$ cat config.mk
export PLATFORM = sky130hd
export DESIGN_NAME = adc_agc_ctrl_flat
export DESIGN_NICKNAME = d
export VERILOG_FILES = /design/src/rtl/adc_agc_ctrl_if.sv /design/src/rtl/adc_agc_ctrl.sv /design/src/flat_wrapper.sv
export SDC_FILE = /design/constraint.sdc
export NUM_CORES = 1
export LEC_CHECK = 0
export CORE_MARGIN = 2
export CORE_UTILIZATION = 60
export CTS_BUF_LIST = sky130_fd_sc_hd__clkbuf_8
export CTS_CLUSTER_SIZE = 20
export DETAILED_ROUTE_END_ITERATION = 16
export PLACE_DENSITY = 0.83
export SYNTH_ARGS = -nofsm -noshare
export SYNTH_HDL_FRONTEND = slang
export SYNTH_SLANG_ARGS = --single-unit
$ cat constraint.sdc
create_clock -name clk -period 6.2 [get_ports clk]
set_input_delay 0.93 -clock clk [delete_from_list [all_inputs] [get_ports clk]]
set_output_delay 0.93 -clock clk [all_outputs]
set_load 0.005 [all_outputs]
$ cat src/rtl/adc_agc_ctrl_if.sv
// adc_agc_ctrl_if: configuration, sample and gain-control signals of the
// AGC block.
//   master : sample source / channel register block (drives inputs)
//   slave  : adc_agc_ctrl
//   inputs : enable, in (signed sample), valid_in, window, hi_thresh,
//            lo_thresh, hold
//   outputs: gain, gain_valid, locked, state, att
interface adc_agc_ctrl_if #(
  parameter int GAIN_WIDTH = 16
);
  logic                  enable;
  logic signed [7:0]     in;
  logic                  valid_in;
  logic [31:0]           window;
  logic [7:0]            hi_thresh;
  logic [7:0]            lo_thresh;
  logic [15:0]           hold;
  logic [GAIN_WIDTH-1:0] gain;
  logic                  gain_valid;
  logic                  locked;
  logic [1:0]            state;
  logic [1:0]            att;

  modport master (
    output enable, in, valid_in, window, hi_thresh, lo_thresh, hold,
    input  gain, gain_valid, locked, state, att
  );
  modport slave (
    input  enable, in, valid_in, window, hi_thresh, lo_thresh, hold,
    output gain, gain_valid, locked, state, att
  );
endinterface

$ cat src/rtl/adc_agc_ctrl.sv
// adc_agc_ctrl: automatic gain controller for one ADC channel.
// Tracks the peak |sample| over a window of valid samples, then steps the
// gain word down (-1/8) on overload or up (+1/16, at least 1) on underload,
// clamped to [GAIN_MIN, GAIN_MAX], followed by an optional hold-off.
// Optional feature macro: AGC_ATT_EN -- at a gain limit, step the attenuator
// select instead and restart the gain at GAIN_INIT. Undefined: att = 0.
// Ports:
//   clk    : channel clock
//   resetn : asynchronous active-low reset
//   bus    : adc_agc_ctrl_if.slave (config/sample in, gain/status out)
module adc_agc_ctrl #(
  parameter int          GAIN_WIDTH = 16,
  parameter int unsigned GAIN_MIN   = 32'h0040,
  parameter int unsigned GAIN_MAX   = 32'h4000,
  parameter int unsigned GAIN_INIT  = 32'h0100
) (
  input logic            clk,
  input logic            resetn,
  adc_agc_ctrl_if.slave  bus
);
  localparam int GW = GAIN_WIDTH;
  localparam logic [GW-1:0] P_MIN  = GAIN_MIN[GW-1:0];
  localparam logic [GW-1:0] P_MAX  = GAIN_MAX[GW-1:0];
  localparam logic [GW-1:0] P_INIT = GAIN_INIT[GW-1:0];

  typedef enum logic [1:0] {S_IDLE = 2'd0, S_MEAS = 2'd1, S_ADJ = 2'd2, S_HOLD = 2'd3} state_t;

  state_t        r_state, w_next;
  logic [31:0]   r_count, r_window;
  logic [7:0]    r_hi, r_lo;
  logic [8:0]    r_peak;
  logic [15:0]   r_hold, r_hcnt;
  logic [GW-1:0] r_gain;
  logic          r_gain_valid, r_locked;
  logic [1:0]    w_att, w_att_nxt;

  // 9-bit magnitude so that -128 maps to 128
  logic [8:0] w_in_ext, w_mag;
  assign w_in_ext = {bus.in[7], bus.in};
  assign w_mag    = bus.in[7] ? (9'd0 - w_in_ext) : w_in_ext;

  logic w_win_done, w_hi_hit, w_lo_hit;
  assign w_win_done = (r_count == r_window);
  assign w_hi_hit   = (r_peak > {1'b0, r_hi});
  assign w_lo_hit   = (r_peak < {1'b0, r_lo});

  // gain step candidates
  logic [GW-1:0] w_dec, w_dec_c, w_step, w_inc_c, w_gain_nxt;
  logic [GW:0]   w_inc;
  logic          w_changed;
  assign w_dec   = r_gain - (r_gain >> 3);
  assign w_dec_c = (w_dec < P_MIN) ? P_MIN : w_dec;
  assign w_step  = (r_gain[GW-1:4] == '0) ? {{(GW-1){1'b0}}, 1'b1} : (r_gain >> 4);
  assign w_inc   = {1'b0, r_gain} + {1'b0, w_step};
  assign w_inc_c = (w_inc > {1'b0, P_MAX}) ? P_MAX : w_inc[GW-1:0];

  // hi wins over lo when thresholds are misconfigured (lo > hi)
  always_comb begin
    w_gain_nxt = r_gain;
    w_att_nxt  = w_att;
    if (w_hi_hit) begin
`ifdef AGC_ATT_EN
      if (r_gain == P_MIN) begin
        w_att_nxt  = (w_att == 2'd3) ? 2'd3 : w_att + 2'd1;
        w_gain_nxt = P_INIT;
      end else
`endif
      w_gain_nxt = w_dec_c;
    end else if (w_lo_hit) begin
`ifdef AGC_ATT_EN
      if (r_gain == P_MAX) begin
        w_att_nxt  = (w_att == 2'd0) ? 2'd0 : w_att - 2'd1;
        w_gain_nxt = P_INIT;
      end else
`endif
      w_gain_nxt = w_inc_c;
    end
  end
  assign w_changed = (w_gain_nxt != r_gain) || (w_att_nxt != w_att);

  // FSM: state register
  always_ff @(posedge clk or negedge resetn) begin
    if (!resetn) r_state <= S_IDLE;
    else         r_state <= w_next;
  end

  // FSM: next state
  always_comb begin
    w_next = r_state;
    case (r_state)
      S_IDLE: if (bus.enable) w_next = S_MEAS;
      S_MEAS: if (!bus.enable) w_next = S_IDLE;
              else if (w_win_done) w_next = S_ADJ;
      S_ADJ:  if (!bus.enable) w_next = S_IDLE;
              else if (w_changed && (bus.hold != 16'd0)) w_next = S_HOLD;
              else w_next = S_MEAS;
      S_HOLD: if (!bus.enable) w_next = S_IDLE;
              else if (r_hcnt + 16'd1 == r_hold) w_next = S_MEAS;
      default: w_next = S_IDLE;
    endcase
  end

  // FSM: outputs / datapath controls
  logic w_clr, w_latch, w_accept, w_adjust;
  always_comb begin
    w_clr    = (r_state == S_IDLE);
    // every entry into MEASURE restarts the window with fresh config
    w_latch  = (w_next == S_MEAS) && (r_state != S_MEAS);
    // the sample after count reaches window is not taken; ADJUST follows
    w_accept = (r_state == S_MEAS) && bus.valid_in && !w_win_done;
    w_adjust = (r_state == S_ADJ);
  end

  always_ff @(posedge clk or negedge resetn) begin
    if (!resetn) begin
      r_count  <= '0;
      r_window <= '0;
      r_hi     <= '0;
      r_lo     <= '0;
      r_peak   <= '0;
    end else if (w_latch) begin
      r_count  <= '0;
      r_peak   <= '0;
      r_window <= (bus.window == 32'd0) ? 32'd1 : bus.window;
      r_hi     <= bus.hi_thresh;
      r_lo     <= bus.lo_thresh;
    end else if (w_clr) begin
      r_count  <= '0;
      r_peak   <= '0;
    end else if (w_accept) begin
      r_count  <= r_count + 32'd1;
      if (w_mag > r_peak) r_peak <= w_mag;
    end
  end

  // gain update happens in ADJUST even if enable drops in that cycle
  always_ff @(posedge clk or negedge resetn) begin
    if (!resetn) begin
      r_gain       <= P_INIT;
      r_gain_valid <= 1'b0;
      r_locked     <= 1'b0;
      r_hold       <= '0;
    end else begin
      r_gain_valid <= w_adjust && w_changed;
      if (w_adjust) begin
        r_gain   <= w_gain_nxt;
        r_locked <= !w_hi_hit && !w_lo_hit;
        r_hold   <= bus.hold;
      end
    end
  end

  always_ff @(posedge clk or negedge resetn) begin
    if (!resetn)                r_hcnt <= '0;
    else if (r_state == S_HOLD) r_hcnt <= r_hcnt + 16'd1;
    else                        r_hcnt <= '0;
  end

`ifdef AGC_ATT_EN
  logic [1:0] r_att;
  always_ff @(posedge clk or negedge resetn) begin
    if (!resetn)       r_att <= 2'd0;
    else if (w_adjust) r_att <= w_att_nxt;
  end
  assign w_att = r_att;
`else
  assign w_att = 2'd0;
`endif

  assign bus.gain       = r_gain;
  assign bus.gain_valid = r_gain_valid;
  assign bus.locked     = r_locked;
  assign bus.state      = r_state;
  assign bus.att        = w_att;
endmodule

$ cat src/flat_wrapper.sv
// flat-port wrapper written by rule: the top's interface ports become plain ports
module adc_agc_ctrl_flat 
#(
  parameter int          GAIN_WIDTH = 16,
  parameter int unsigned GAIN_MIN   = 32'h0040,
  parameter int unsigned GAIN_MAX   = 32'h4000,
  parameter int unsigned GAIN_INIT  = 32'h0100
)
  (clk, resetn, bus_enable, bus_in, bus_valid_in, bus_window, bus_hi_thresh, bus_lo_thresh, bus_hold, bus_gain, bus_gain_valid, bus_locked, bus_state, bus_att);
  adc_agc_ctrl_if #(.GAIN_WIDTH(GAIN_WIDTH)) bus_i ();
  input logic clk;
  input logic resetn;
  input wire logic [$bits(bus_i.enable)-1:0] bus_enable;
  input wire logic [$bits(bus_i.in)-1:0] bus_in;
  input wire logic [$bits(bus_i.valid_in)-1:0] bus_valid_in;
  input wire logic [$bits(bus_i.window)-1:0] bus_window;
  input wire logic [$bits(bus_i.hi_thresh)-1:0] bus_hi_thresh;
  input wire logic [$bits(bus_i.lo_thresh)-1:0] bus_lo_thresh;
  input wire logic [$bits(bus_i.hold)-1:0] bus_hold;
  output wire logic [$bits(bus_i.gain)-1:0] bus_gain;
  output wire logic [$bits(bus_i.gain_valid)-1:0] bus_gain_valid;
  output wire logic [$bits(bus_i.locked)-1:0] bus_locked;
  output wire logic [$bits(bus_i.state)-1:0] bus_state;
  output wire logic [$bits(bus_i.att)-1:0] bus_att;
  assign bus_i.enable = bus_enable;
  assign bus_i.in = bus_in;
  assign bus_i.valid_in = bus_valid_in;
  assign bus_i.window = bus_window;
  assign bus_i.hi_thresh = bus_hi_thresh;
  assign bus_i.lo_thresh = bus_lo_thresh;
  assign bus_i.hold = bus_hold;
  assign bus_gain = bus_i.gain;
  assign bus_gain_valid = bus_i.gain_valid;
  assign bus_locked = bus_i.locked;
  assign bus_state = bus_i.state;
  assign bus_att = bus_i.att;
  adc_agc_ctrl #(.GAIN_WIDTH(GAIN_WIDTH), .GAIN_MIN(GAIN_MIN), .GAIN_MAX(GAIN_MAX), .GAIN_INIT(GAIN_INIT)) u_core (.clk(clk), .resetn(resetn), .bus(bus_i));
endmodule
==> summary.md <==
| Metric | Value |
|---|---|
| Status | `finished clean` |
| R2r setup slk | `~0.48 ns` |
| N_diodes | `0` |
| Power Dens Cells | `222.1 nW/um^2` |
| Hold Violations, Final | `0` |
| Final Net Count | `between 1000 and 1500` |
| CTS sink cnt | `approximately 140` |
| Critical Path Source Type | `flip-flop` |
| Final Cycle Share | `0.9232` |
| CTS H-tree depth | `4` |
| Worst skew pair latency | `0.46 ns` |
| Drt pass-1 iters | `5` |
| Post-Syn Area per Cell | `slightly below 9 sq um` |
| Maximum root-to-sink buffer count | `2` |
| GRT Total Usage | `0.3043` |
| #FFs+latches synth | `roughly 140` |
| Total power | `roughly 2.5 mW` |
| RR Startpoint | `u_core.bus.gain[8]` |
| Die area | `17470 sq um` |
| VDD IR-drop max | `202.4 uV` |
| Initial antenna violation count | `0` |
| First DRT Iteration DRCs | `about 740` |
| Share of cells above drive strength 1 | `0.05922` |
| Synth Instances | `1108` |
| Sequential area share after synthesis | `0.3581` |
| Largest net degree at the start of global routing | `108` |
| Crit end category | `flip-flop` |
| Commonest register cell after synthesis | `dfrtp_1` |
| CTS tree | `done` |
| Number of synthesized flops with an enable pin | `0` |
| Fmax | `0.1747 GHz` |
| Relative slew slack | `0.3307` |
| Initial Util | `0.6183` |
| DRT antenna net count | `0` |
| Via count of the first global-routing pass | `slightly below 9000` |
| RePlAce Congestion | `0.9833` |
| CTS root buf | `clkbuf_8` |
| Post-synthesis cell type count | `76` |
| YS warnings | `0` |
| Core Util, Final | `0.7152` |
| Buffers on Ports | `95` |
| Hold path startpoint | `u_core.r_lo[5]` |
| GRT overflow | `0` |
| Area Growth Syn to Fin | `15.68%` |
| Post-route setup TNS | `0 ns` |
| Crit-path max FO | `71` |
| Vias per cell | `around 6.2` |
| Crit Reg-Reg Endpoint | `u_core.r_hi[2]` |
| Min-Delay Path Class | `flip-flop to flip-flop` |
| Clock-pin transition on the worst setup and hold timing paths | `around 0.10 ns` |
| Dpl hpwl | `between 15000 and 20000 um` |
| Crit path kind | `flip-flop to flip-flop` |
| Skew final | `0.01297 ns` |
| RSZ-0062 raised after global routing | `false` |
| Core Footprint | `15940 sq um` |
| Setup-failing EPs final | `0` |
| Required time worst endpoint | `6.55 ns` |
| Routed WL per cell | `between 15 and 20 um` |
| Slew @ Worst Pin | `about 1.0 ns` |
| Post-cts resize count | `0` |
| Via count | `just under 9000` |
| Hold-fix buffers, CTS | `0` |
| Reg2Reg Depth | `17` |
| Async S/R FF share, synth | `1.000` |
| Final WL | `between 20000 and 30000 um` |
| Slew Limit Fails | `0` |
| Setup bufs post-CTS | `0` |
| Maxcap violations | `0` |
| CTS buffer count | `17` |
| Leak | `about 4.8 nW` |
| Worst Path Arrival | `6.08 ns` |
| Final min period | `5.724 ns` |
| Synthesized area | `approximately 10000 sq um` |
| Row Count | `between 40 and 50` |
| # IOs | `98` |
| Global-route wire length before repair | `between 40000 and 50000 um` |
| DRC violations left | `0` |
| Die W | `between 100 and 150 um` |
| Die Y | `~130 um` |
| Hold path cells | `1` |
| Hold EP | `u_core.r_lo[5]` |
Yosys cell counts, drive strengths merged, types with 17 or more instances:
cell type / count / area, sq um
mux2: 51 / 574.3
nor3: 36 / 180.2
nand4: 26 / 162.7
nand3: 43 / 215.2
o21ai: 45 / 225.2
nor2: 88 / 330.3
ha: 52 / 650.6
xnor2: 74 / 648.1
a21oi: 60 / 315.3
clkbuf: 41 / 153.9
nand2b: 17 / 106.4
inv: 53 / 198.9
dfrtp: 140 / 3503
nor4: 26 / 162.7
xor2: 37 / 324.1
nand2: 106 / 397.9
layout by cell type (no fill, tap or decap), types with 13 or more instances in the layout:
master,count
nand2_1,106
nor3_1,36
buf_4,17
nor2_1,88
nor4_1,26
a21o_1,13
mux2_1,48
clkdlybuf4s50_1,94
a21oi_1,58
dfrtp_1,140
xor2_1,37
nand3_1,43
nand4_1,26
nand2b_1,17
inv_1,53
and3_1,15
clkbuf_8,17
o22ai_1,15
xnor2_1,74
ha_1,52
o21ai_0,41
critical path, stage by stage (launching register included):
cell and delay, ns:
dfstp_2 0.68, nor3_1 0.09, a41o_1 0.27, ha_1 0.23
fa_1 0.45, a211oi_2 0.32, o211ai_1 0.18, a21oi_1 0.41
xnor2_1 0.19, a211oi_2 0.08, a31oi_1 0.74, nor2_1 0.20
a21oi_1 0.29, mux2i_1 0.23, nand4_1 0.27, a21oi_4 0.23
buf_12 0.31, mux2_1 0.37
layout make-up:
type / instances / area [sq um]
repair buffers: 113 / 1100
clock buffers: 17 / 234.0
flip-flops and latches: 141 / 3530
fillers: 1264 / 4541
multi-input cells: 860 / 5872
well taps: 216 / 270.3
clock inverters: 15 / 197.7
inverters: 53 / 198.9
report_power, final:
group	switching [mW]	internal, mW	total, mW
clock network	0.429	0.381	0.810
logic	0.378	0.296	0.674
registers	0.0596	0.989	1.05
total	0.867	1.67	2.53
per-stage QoR:
stage / setup WS [ns] / area [sq um] / hold slack [ns] / std cells
after global placement: 0.7007 / 10970 / 0.4681 / 1383
after detailed placement: 0.5933 / 10970 / 0.4788 / 1383
after floorplan: 1.236 / 9864 / 0.4492 / 1110
after CTS: 0.5465 / 11400 / 0.4998 / 1415
final: 0.4760 / 11400 / 0.4992 / 1415
after global routing: 0.1455 / 11400 / 0.5138 / 1415
state kept, by name, indices dropped and copies added, names as in the netlist:
name,flops
u_core.bus.state,2
u_core.r_hi,8
u_core.bus.gain_valid,1
u_core.r_hcnt,16
u_core.bus.locked,1
u_core.r_peak,9
u_core.r_window,32
u_core.r_hold,16
u_core.r_count,32
u_core.r_lo,8
u_core.bus.gain,16
kinds of logic after synthesis:
logic type               Yosys count  share of synthesized area
AO/OA/AOI/OAI                    238                     0.1663
buffers and inverters            109                    0.04697
XOR/XNOR                         112                     0.1009
other                              1                  0.0003804
multiplexers                      54                    0.06131
AND/OR/NAND/NOR                  399                     0.1960
adder cells (fa/ha/maj)           54                    0.07007
flip-flops                       141                     0.3581
worst max path at each step:
stage | from | endpoint
2_1_floorplan | u_core.bus.gain[8] | u_core.r_hi[0]
3_3_place_gp | u_core.bus.gain[8] | u_core.r_hi[6]
3_5_place_dp | u_core.bus.gain[8] | u_core.r_hi[2]
4_1_cts | u_core.bus.gain[8] | u_core.r_window[21]
5_1_grt | u_core.bus.gain[8] | u_core.r_lo[6]
6_report | u_core.bus.gain[8] | u_core.r_hi[2]
metal layers:
layer / vias to the layer above / track usage / routed length, um
met3: 54 / 0.05075 / 1572
met1: 4273 / 0.4049 / 11470
met5: - / 0 / 0
li1: 4135 / - / -
met4: 0 / 0.09558 / 553
met2: 332 / 0.5110 / 12710
(Power assumes the default switching activity.)
